**src/rtl/mod_updown_counter.sv**
```systemverilog
// mod_updown_counter
//   n-bit up/down counter with programmable modulus (count sequence 0..MAX),
//   count enable, synchronous parallel load with clamping, a combinational
//   terminal-count output for cascading, and a registered wrap pulse.
//
//   Optional build macro COUNTER_SATURATE_EN:
//     undefined - modulo counting; wrap pulses for one cycle after each wrap.
//     defined   - the counter saturates at MAX (up) or 0 (down); wrap becomes
//                 a sticky flag that is set by any saturating step attempt and
//                 cleared only by clear or load.
//
// Parameters:
//   n    counter width in bits (n >= 2)
//   MAX  highest count value, 1 .. 2**n-1
//
// Ports:
//   clock       in   rising-edge clock
//   clear       in   synchronous active-high reset (q=0, wrap=0)
//   enable      in   count enable
//   up_down     in   1 = increment, 0 = decrement
//   load        in   parallel load strobe (overrides enable)
//   load_value  in   value to load, clamped to MAX
//   q           out  current count (registered)
//   tc          out  terminal count, combinational from enable/up_down/q
//   wrap        out  registered wrap pulse (sticky saturate flag if enabled)
module mod_updown_counter #(
  parameter int             n   = 8,
  parameter logic [n-1:0]   MAX = {n{1'b1}}
) (
  input  logic         clock,
  input  logic         clear,
  input  logic         enable,
  input  logic         up_down,
  input  logic         load,
  input  logic [n-1:0] load_value,
  output logic [n-1:0] q,
  output logic         tc,
  output logic         wrap
);

  localparam logic [n-1:0] ONE = {{(n-1){1'b0}}, 1'b1};

  // Loaded values above MAX are clamped so q can never leave 0..MAX.
  function automatic logic [n-1:0] clamp_load(input logic [n-1:0] v);
    return (v > MAX) ? MAX : v;
  endfunction

  logic [n-1:0] q_p0;
  logic         wrap_p0;
  logic [n-1:0] q_next;
  logic         wrap_next;
  logic         at_max;
  logic         at_zero;

  assign at_max  = (q_p0 == MAX);
  assign at_zero = (q_p0 == '0);

  always_comb begin
    q_next = q_p0;
`ifdef COUNTER_SATURATE_EN
    // Sticky: survives hold and non-saturating steps.
    wrap_next = wrap_p0;
`else
    wrap_next = 1'b0;
`endif
    if (load) begin
      q_next    = clamp_load(load_value);
      wrap_next = 1'b0;
    end else if (enable) begin
      if (up_down) begin
        if (at_max) begin
`ifdef COUNTER_SATURATE_EN
          q_next = MAX;
`else
          q_next = '0;
`endif
          wrap_next = 1'b1;
        end else begin
          q_next = q_p0 + ONE;
        end
      end else begin
        if (at_zero) begin
`ifdef COUNTER_SATURATE_EN
          q_next = '0;
`else
          q_next = MAX;
`endif
          wrap_next = 1'b1;
        end else begin
          q_next = q_p0 - ONE;
        end
      end
    end
  end

  // Stage p0: count and wrap registers.
  always_ff @(posedge clock) begin
    if (clear) begin
      q_p0    <= '0;
      wrap_p0 <= 1'b0;
    end else begin
      q_p0    <= q_next;
      wrap_p0 <= wrap_next;
    end
  end

  assign q    = q_p0;
  assign wrap = wrap_p0;

  // Not gated by load or clear so a cascade sees the pure count condition.
  assign tc = enable & ((up_down & at_max) | (~up_down & at_zero));

endmodule

```
**config.mk**
```make
export PLATFORM = sky130hd
export DESIGN_NAME = mod_updown_counter
export DESIGN_NICKNAME = d
export VERILOG_FILES = /design/src/rtl/mod_updown_counter.sv
export SDC_FILE = /design/constraint.sdc
export NUM_CORES = 1
export LEC_CHECK = 0
export CAP_MARGIN = 20
export CORE_UTILIZATION = 38
export CTS_CLUSTER_DIAMETER = 100
export DETAILED_ROUTE_END_ITERATION = 6
export GPL_ROUTABILITY_DRIVEN = 0
export PLACE_DENSITY_LB_ADDON = 0.2
export SYNTH_ARGS = -nofsm -noshare
export SYNTH_HDL_FRONTEND = slang
export SYNTH_SLANG_ARGS = --single-unit
```
**constraint.sdc**
```tcl
create_clock -name clock -period 2.2 [get_ports clock]
set_clock_uncertainty 0.15 [all_clocks]
set_input_delay 0.44 -clock clock [delete_from_list [all_inputs] [get_ports clock]]
set_output_delay 0.44 -clock clock [all_outputs]
set_load 0.02 [all_outputs]
```
==> metrics.md <==
| Metric | Value |
|---|---|
| Status | complete, but fails checks |
| Failing checks | setup timing |
| Critical path fanouts, max | 2 |
| Global-route wire length before repair | 4071 microns |
| Minimum clock period | 2202 ps |
| WS Path Type | flop to output pin |
| Die Wd | 50.28 microns |
| Final hold violations | 0 |
| Hold crit path type | flop to flop |
| VDD IR max | 0.2292 mV |
| Max Buffers Root-to-Sink | 2 |
| Core area | 2212 sq um |
| Syn avg cell area | 7.571 sq um |
| Root buffer selected by CTS | clkbuf_4 |
| Post-synth top area share | 20.34% |
| Synthesized area | 885.9 sq um |
| Vias in the first global route | 935 |
| Final Instance Area | 1370 sq um |
| Slew Viols, Final | 0 |
| Synth Area in Simple Gates | 29.38% |
| Dpl cells | 179 |
| Vias per cell | 5.440 |
| Final WS setup | -1.641 ps |
| Die height | 50.28 microns |
| Slowest cell delay on critical path | 350 ps |
| Initial antenna violation count | 0 |
| Post-Synth XOR/XNOR Area | 5.932% |
| Mapped Cells | 117 |
| Adder-Cell Fraction of Synth Area | 4.237% |
| Drt wl/cell | 13.13 microns |
| Starting Density | 40.05% |
| Ys flop type | dfxtp_1 |
| Clock-pin slew on the worst setup and hold paths | 70 ps |
| Maxcap violations | 0 |
| Share of layout cells above drive strength 1 | 33.13% |
| Largest net degree at the start of global routing | 17 |
| Htree depth | 1 |
| Largest family of logic cells by synthesized area | simple AND/OR/NAND/NOR gates |
| Fin cells | 191 |
| # fillers | 190 |
| YS warnings | 0 |
| Die ar. | 2528 sq um |
| Drt drc | 0 |
| Rel. slew slack | 71.72% |
| All-layer global routing usage | 21.55% |
| Final Setup Violations | 1 |
| Pwr per Cell Area | 473.5 nW/um^2 |
| Row count | 17 |
| Highest-delay cell along the critical path | dfxtp_1 |
| Net total in the final layout | 180 |
| Tightest Pin Transition | 422.9 ps |
| Post-synth top area cell | dfxtp_1 |
| TritonCTS clock tree | built |
| I/O pins | 23 |
| Gr ovfl total | 0 |
| Most common cell after layout, fill and taps aside | buf_4 |
| Dpl hpwl | 1680 microns |
| CP startpoint kind | flop |
| Total CTS buffers | 3 |
| Highest clock rate | 454.2 MHz |
| Port Buf Inserts | 22 |
| CP Capture Type | output pin |
| Most frequent cells in the layout | buf_4, clkdlybuf4s50_1, a21oi_1, nor2_1 |
| Post-synthesis register bit count | 9 |
| # diodes | 0 |
| Routed Antenna Nets | 0 |
| Mux cell area share after synthesis | 2.260% |
| CP cell instances | and4_1, nand4_1, or2_1, o21ai_2, and2_4, buf_6 |
| Top cells by area, synth | dfxtp_1, a21oi_1, nor2_1 |
| CP arrival | 1610 ps |
| Number of synthesized flops with an enable pin | 0 |
| Area after DPL | 1222 sq um |
| Register area share after synthesis | 20.34% |
| Static Leak | 0.0005582 uW |
| Drt total wl | 2508 microns |
| Area Overhead vs Synth | 54.66% |
| Yosys cell types | 41 |
| Final core occ | 61.93% |
| Initial DRC Count | 24 |
| Power consumption | 648.8 uW |
| Vias | 1039 |
| Compound-Gate Fraction of Synth Area | 24.15% |
| RSZ-0062 raised after global routing | yes |
| Clock Latency Late Sink | 280 ps |
| Tcrit/Tclk final | 100.1% |
| Drt first pass iters | 4 |
| CP required | 1610 ps |
| # clock sinks | 9 |
| Post-synth ARST share | 0% |
| Syn Nets | 133 |
## routing by layer
layer / up-vias / GRT usage (%) / share of wire (%) / wire length, microns
met3: 12 / 3.030 / 6.3 / 157
met4: 0 / 14.29 / 3.3 / 84
li1: 514 / - / - / -
met2: 47 / 33.33 / 47 / 1177
met5: - / 0 / 0 / 0
met1: 466 / 27.47 / 43 / 1088
## synthesized netlist by cell type, types with 2 or more instances
| master | number |
|---|---|
| a21o_1 | 2 |
| buf_4 | 3 |
| inv_1 | 6 |
| xnor2_1 | 5 |
| nor3_1 | 6 |
| clkbuf_1 | 4 |
| nand4_1 | 4 |
| clkbuf_8 | 2 |
| nand2_1 | 6 |
| a21oi_1 | 14 |
| o211ai_1 | 2 |
| o31ai_1 | 2 |
| ha_1 | 3 |
| nor2_1 | 14 |
| dfxtp_1 | 9 |
| buf_6 | 3 |
| mux2i_1 | 2 |
| nand3_1 | 5 |
| o21ai_2 | 2 |
| nor3b_1 | 2 |
## critical path: cells and delay by family, from the launching register on
kind	cells	cell delay, ps
AND/OR/NAND/NOR	4	790
buffers and inverters	1	100
flip-flops	1	350
AO/OA/AOI/OAI	1	80
## registers in the layout, summed over array words and instances, names as in the netlist
name,cells
wrap,1
q,8
## what timing repair did
action,4_1_cts,5_1_grt
hold buffers,0,0
gates resized for setup,12,12
endpoints found under the setup margin,1,1
buffers inserted,3,5
pin swaps,1,6
## final timing paths
kind                startpoint                 to  slack, ps  cells after the start
min reg2reg  q[4]$_SDFFE_PP0P_  q[4]$_SDFFE_PP0P_        560                      4
min          q[4]$_SDFFE_PP0P_  q[4]$_SDFFE_PP0P_        560                      4
max          q[2]$_SDFFE_PP0P_                 tc         -2                      6
max reg2reg  q[5]$_SDFFE_PP0P_  q[3]$_SDFFE_PP0P_        410                      8
## final cells by class
| cell class | count | area (sq um) | share of cell area, % |
|---|---|---|---|
| inverter | 6 | 22.52 | 1.644 |
| clock buffer | 4 | 26.28 | 1.918 |
| multi-input combinational | 90 | 625.6 | 45.66 |
| tap | 28 | 35.03 | 2.557 |
| sequential | 9 | 187.7 | 13.70 |
| timing repair buffer | 54 | 473.0 | 34.52 |
## per-stage QoR
step / hold slack [ps] / setup slack, ps / TNS [ps]
2_1_floorplan: 432.7 / 31.83 / 0
3_3_place_gp: 517.6 / -447.0 / -447.0
3_5_place_dp: 512.1 / -468.0 / -468.0
4_1_cts: 575.5 / 4.479 / 0
5_1_grt: 590.5 / -72.18 / -72.18
6_report: 561.4 / -1.641 / -1.641
## logic make-up (layout without fill, tap and decap cells)
group	count (synthesis)	count (layout)
adders and majority gates	3	3
AOI/OAI and AO/OA	32	32
DFF	9	9
xor gates and xnor gates	6	6
and+or+nand+nor	47	47
buffers and inverters	18	64
muxes	2	2
## where the power goes
part	total, uW	internal (uW)	switching [uW]
logic	313	167	146
clock network	148	70.5	77.4
registers	188	176	12.1
total	649	413	235
No activity file was read; power rests on OpenSTA's default activity.
